### config.mk
export PLATFORM = sky130hd
export DESIGN_NAME = itwd_mul10
export DESIGN_NICKNAME = d
export VERILOG_FILES = /design/src/rtl/itwd_mul10.sv
export SDC_FILE = /design/constraint.sdc
export NUM_CORES = 2
export LEC_CHECK = 0
export BUFFER_PORTS_ARGS = -buffer_cell sky130_fd_sc_hd__buf_2
export CAP_MARGIN = 15
export CELL_PAD_IN_SITES_DETAIL_PLACEMENT = 1
export CELL_PAD_IN_SITES_GLOBAL_PLACEMENT = 1
export CORE_AREA = 5 5 590 592
export DETAILED_ROUTE_END_ITERATION = 10
export DIE_AREA = 0 0 595 597
export GPL_TIMING_DRIVEN = 0
export PLACE_DENSITY_LB_ADDON = 0.2
export SLEW_MARGIN = 0
export SYNTH_ARGS = -nofsm -noshare
export SYNTH_HDL_FRONTEND = slang
export SYNTH_SLANG_ARGS = --single-unit
### constraint.sdc
create_clock -name clk -period 1.93 [get_ports clk]
set_input_delay 0.2895 -clock clk [delete_from_list [all_inputs] [get_ports clk]]
set_output_delay 0.2895 -clock clk [all_outputs]
set_load 0.05 [all_outputs]
### src/rtl/itwd_mul10.sv
// ============================================================================
// Module   : itwd_mul10
// Brief    : IFFT stage-10 twiddle. Multiplies diff path by {1, +j} per beat.
// Options  : ITWD_SAT_EN enables saturating negation and sticky o_ovf.
// Revision : 1.0 - initial release
// ============================================================================
`default_nettype none

module itwd_mul10 #(
  parameter int WIDTH     = 12,
  parameter int LANES     = 16,
  parameter int BLK_BEATS = 8
) (
  input  logic                     clk,
  input  logic                     rst,
  input  logic                     i_valid,
  input  logic                     i_sof,
  input  logic [WIDTH*LANES-1:0]   i_sum_re,
  input  logic [WIDTH*LANES-1:0]   i_sum_im,
  input  logic [WIDTH*LANES-1:0]   i_diff_re,
  input  logic [WIDTH*LANES-1:0]   i_diff_im,
  output logic                     o_valid,
  output logic                     o_sof,
  output logic [WIDTH*LANES-1:0]   o_sum_re,
  output logic [WIDTH*LANES-1:0]   o_sum_im,
  output logic [WIDTH*LANES-1:0]   o_diff_re,
  output logic [WIDTH*LANES-1:0]   o_diff_im,
  output logic                     o_ovf
);

  localparam int c_blk_len = 2 * BLK_BEATS;
  localparam int c_cnt_w   = $clog2(c_blk_len);

  logic [c_cnt_w-1:0]       r_cnt;
  logic [c_cnt_w-1:0]       w_cnt_cur;
  logic [c_cnt_w-1:0]       w_cnt_nxt;
  logic                     w_seg;
  logic [WIDTH*LANES-1:0]   w_diff_re_nxt;
  logic [WIDTH*LANES-1:0]   w_diff_im_nxt;

  // A valid sof restarts the block at this very beat.
  assign w_cnt_cur = (i_valid && i_sof) ? '0 : r_cnt;
  assign w_seg     = (w_cnt_cur >= c_cnt_w'(BLK_BEATS));
  assign w_cnt_nxt = (w_cnt_cur == c_cnt_w'(c_blk_len - 1)) ? '0 : (w_cnt_cur + c_cnt_w'(1));

`ifdef ITWD_SAT_EN
  logic [LANES-1:0] w_lane_ovf;
`endif

  for (genvar j = 0; j < LANES; j++) begin : g_lane
    logic signed [WIDTH-1:0] w_re;
    logic signed [WIDTH-1:0] w_im;
    logic signed [WIDTH-1:0] w_neg_im;

    assign w_re = i_diff_re[j*WIDTH +: WIDTH];
    assign w_im = i_diff_im[j*WIDTH +: WIDTH];

`ifdef ITWD_SAT_EN
    logic [WIDTH:0] w_neg_full;
    assign w_neg_full    = -{w_im[WIDTH-1], w_im};
    // Only -(-2^(W-1)) lands on +2^(W-1), i.e. top two bits 01.
    assign w_lane_ovf[j] = (w_neg_full[WIDTH:WIDTH-1] == 2'b01);
    assign w_neg_im      = w_lane_ovf[j] ? {1'b0, {(WIDTH-1){1'b1}}} : w_neg_full[WIDTH-1:0];
`else
    assign w_neg_im = -w_im;
`endif

    assign w_diff_re_nxt[j*WIDTH +: WIDTH] = w_seg ? w_neg_im : w_re;
    assign w_diff_im_nxt[j*WIDTH +: WIDTH] = w_seg ? w_re     : w_im;
  end

  always_ff @(posedge clk) begin
    if (rst) begin
      r_cnt     <= '0;
      o_valid   <= 1'b0;
      o_sof     <= 1'b0;
      o_sum_re  <= '0;
      o_sum_im  <= '0;
      o_diff_re <= '0;
      o_diff_im <= '0;
    end else begin
      o_valid <= i_valid;
      o_sof   <= i_valid & i_sof;
      if (i_valid) begin
        r_cnt     <= w_cnt_nxt;
        o_sum_re  <= i_sum_re;
        o_sum_im  <= i_sum_im;
        o_diff_re <= w_diff_re_nxt;
        o_diff_im <= w_diff_im_nxt;
      end
    end
  end

`ifdef ITWD_SAT_EN
  always_ff @(posedge clk) begin
    if (rst) begin
      o_ovf <= 1'b0;
    end else if (i_valid && w_seg && (|w_lane_ovf)) begin
      o_ovf <= 1'b1;
    end
  end
`else
  assign o_ovf = 1'b0;
`endif

endmodule

`default_nettype wire
-- Word level (Yosys, flattened, before mapping)
Cells that the tools add are included.
- order comparisons: 1
- equal/unequal tests: 1
- add/subtract/negate cells: 17
- reduce and logical (&&, ||, !) cells: 1
- bitwise gates (word level): 1
- muxes and demuxes: 34
- operators by type and width (kind ; count):
    2-to-1 mux 12 bit ; 32
    negator 12 bit ; 16
    2-to-1 mux 4 bit ; 2
    adder 4 x 1 -> 4 bit, second input constant ; 1
    == test 4 bit, second input constant ; 1
    >= comparator 4 bit, second input constant ; 1
    bitwise AND 1 bit ; 1
    logical AND 1 bit ; 1
- input bits: 772
- register bits: 774
- output and inout port bits: 771

-- Depth between registers and ports, before layout
- depth in word-level cells: 4
- gate-level depth with buffers: 8
- depth with buffers taken out: 6

-- Worst setup path before layout
OpenSTA, ideal clock, no wires.
- path type: input port to flip-flop
- start: input i_diff_im[0]
- end: register o_diff_re[10]
- path buffers: 0
- arrival time: 1899 ps
- stages: 6
- path slack: -83 ps
- data required time: 1815 ps
- cell sequence: inv_1 > ha_1 > or4b_1 > or4_1 > xnor2_1 > a2111oi_0
- word-level cells in the longest chain between the ends: 2
- RTL lines (element ; line ; source):
    start, declared ; 21 ; input logic [WIDTH*LANES-1:0] i_diff_im,
    negator 12 bit ; 65 ; assign w_neg_im = -w_im;
    2-to-1 mux 12 bit ; 68 ; assign w_diff_re_nxt[j*WIDTH +: WIDTH] = w_seg ? w_neg_im : w_re;
    end signal, assigned ; 88 ; o_diff_re <= w_diff_re_nxt;
    end, declared ; 26 ; output logic [WIDTH*LANES-1:0] o_diff_re,
No other way between the ends.
A chain may end at the register's enable or synchronous reset.

-- Final worst setup path
- start: input i_diff_im[27]
- end: register o_diff_re[30]
The elaborated chain is that of the path after synthesis.

==> reports/qor.yml <==
logic_synthesis:
  syn_area_per_cell_sq_um: 8.66
  synth_ff_type: "dfxtp_1"
  async_flop_share_pct: 0
  yosys_warnings: 0
  synth_top_area_share_pct: 46.7
  synth_nets: 4618
  netlist_area_sq_mm: 0.0332
  yosys.area.top_type: "dfxtp_1"
  synth_cell_types: 62
  ys_top_cells_by_area: "dfxtp_1, mux2i_1, a311oi_1"
  ys_seq_elements: 774
  synthCells: 3829
  ys_seq_area_share_pct: 46.7
  synth_edf_count: 0
power:
  total_power_uw: 53700
  p_leak_uw: 0.0268
  irDropWorstVdd_mv: 0.761
  power.density_mw_per_mm2: 875
status:
  status: "complete, no violations"
placement:
  routabilityCongestion: 0.900
  dp_hpwl_mm: 288
  port_buffers: 1536
  post-place-ws_ps: -1860
detailed_routing:
  antenna_left: 0
  totalWireLength_mm: 344
  drt_first_pass_iters: 5
  wl_met3_mm: 27.4
  drc: 0
  wl_met1_mm: 140
  vias: 41400
  drt_iter0_drc: 2203
  topRoutingLayerUsed: "met5"
  met2_length_mm: 166
  via_per_inst: 3.76
  wire_per_inst_microns: 31.2
worst_setup_path:
  endpoint_kind: "flop"
  cp_slowest_cell: "dlygate4sd3_1"
  crit_chain: "dlygate4sd3_1 > or4b_4 > o21ai_1 > dlygate4sd3_1 > nand3_1 > a311oi_1"
  cp-start-kind: "input port"
  critical_path.max_stage_delay_ps: 700
  timing.critical_path.mode_cell: "dlygate4sd3_1"
  cp_max_fo: 6
  worstPathRequired_ps: 2670
  worstSetupStartpoint: "i_diff_im[27]"
  arrival_ps: 2670
  r2r_start: "r_cnt[3]"
  worstSetupPathType: "input port to flop"
finish:
  nNetsFinal: 7115
  syn2layout_area_growth_pct: 85.1
  drive_gt1_share_pct: 31.9
grt:
  groute.usage.overall_pct: 18.5
  first_global_vias: 44000
  grt_max_degree: 20
  grt_pass1_wl_mm: 444
  grt_overflow: 0
  grt_antenna_before_repair: 159
worst_hold_path:
  min_from: "i_diff_im[110]"
  holdCritPathClass: "input port to flop"
clock_network:
  cts_buffer_depth: 4
  cts_tree: "built"
  htreeDepth: 3
  clk_latency_ps: 840
  clk_pin_slew_ps: 50
  cts_buffers: 121
  cts.sinks: 774
  root_buffer: "clkbuf_16"
timing:
  post-route-min-period_ps: 1930
  finalHoldViolations: 0
  relSlewSlack_pct: 24.6
  tightest_slew_ps: 1130
  layout_setup_ws_ps: 4.29
  clock_skew_ps: 36.4
  fin_crit_sh_pct: 99.8
  rsz0062_at_grt: "true"
  hold_ws_ps: 27.1
  finalMaxSlewViolations: 0
  setup_viol: 0
  max_clock_freq_mhz: 519
floorplan:
  rows: 215
  start_util_pct: 9.70
  dieWidth_microns: 595
  pin_count: 1543
  core_sq_mm: 0.342
  die_h_microns: 597
  fp.dieArea_sq_mm: 0.355
run:
  cap_viol_max_count: 0
[worst max-delay path, delay by kind of cell]
family                 cells  cell delay (ps)
and+or+nand+nor            2              710
AOI/OAI and AO/OA          2              400
buffers and inverters      2             1260
[registers in the layout, summed over array words and instances, names as in the netlist]
register   flops
o_diff_im    192
o_valid        1
r_cnt          4
o_sof          1
o_diff_re    192
o_sum_im     192
o_sum_re     192
[kinds of logic after synthesis]
kind of cell / Yosys count / synth area share (%)
other cells: 1 / 0.0113
flops: 774 / 46.7
simple gates: 1728 / 22.4
buf+inv: 364 / 4.44
mux: 402 / 12.1
xor+xnor: 60 / 1.58
compound gates: 483 / 12.1
fa+ha+maj: 17 / 0.641
[per-layer routing]
metal  up-vias  track usage [%]
li1      18600                -
met1     20700             22.0
met2      1584             32.2
met3       444             5.70
met4        70             4.80
met5         -                0
[timing repair]
| action | CTS | global route |
|---|---|---|
| hold endpoints to repair | 767 | 1 |
| resized for setup | 568 | 108 |
| buffers inserted | 7 | 5 |
| gates cloned | 2 | 0 |
| pin swaps | 6 | 11 |
| hold buffers | 819 | 1 |
| endpoints found under the setup margin | 966 | 245 |
[report_power, final]
group | total [uW] | switching [uW] | leakage, uW | internal (uW)
Combinational | 12500 | 8640 | 0.0184 | 3870
Clock | 23400 | 9410 | 0.00203 | 14000
Sequential | 17800 | 779 | 0.00643 | 17000
[final timing paths]
kind	slack [ps]	to	cells after the start
setup reg to reg	60	o_diff_im[151]	6
hold / removal	30	o_diff_im[110]	3
setup / recovery	4	o_diff_re[30]	6
hold reg to reg	480	o_diff_re[131]	2
[placed cells by master (no fill, tap or decap), drive strengths merged, types with 34 or more instances in the layout]
cell and instances:
a311oi 339, buf 1646, clkbuf 408, dfxtp 774
diode 48, dlygate4sd3 814, inv 49, mux2i 402
nand2 608, nand3 59, nor2 782, nor3 34
nor4 38, o21ai 41, or3 64, or4 38
xnor2 34
[synth_stat cells (all sizes together), types with 41 or more instances]
cell type and number:
a311oi 339, buf 90, clkbuf 228, dfxtp 774, inv 46, mux2i 402
nand2 608, nand3 59, nor2 782, o21ai 41, or3 64
[layout make-up]
| class | instances | area (sq um) |
|---|---|---|
| multi-input combinational | 2691 | 16500 |
| inverter | 46 | 173 |
| clock inverter | 35 | 420 |
| tap | 4557 | 5700 |
| fill | 40300 | 281000 |
| buffer | 311 | 1850 |
| antenna | 48 | 120 |
| sequential | 774 | 15600 |
| clock buffer | 183 | 3680 |
| timing repair buffer | 2381 | 17400 |
[through the flow]
stage | setup TNS (ps) | std cells | area, sq um | utilization, %
2_1_floorplan | -116 | 3829 | 33200 | -
3_3_place_gp | -1710580 | 9922 | 46600 | 13.6
3_5_place_dp | -909300 | 9942 | 47100 | 13.8
4_1_cts | -160 | 11000 | 61000 | 17.8
5_1_grt | -67.5 | 11000 | 61400 | 17.9
6_report | 0 | 11000 | 61400 | 18.0
Note: power is estimated with default switching activity, not from simulation.
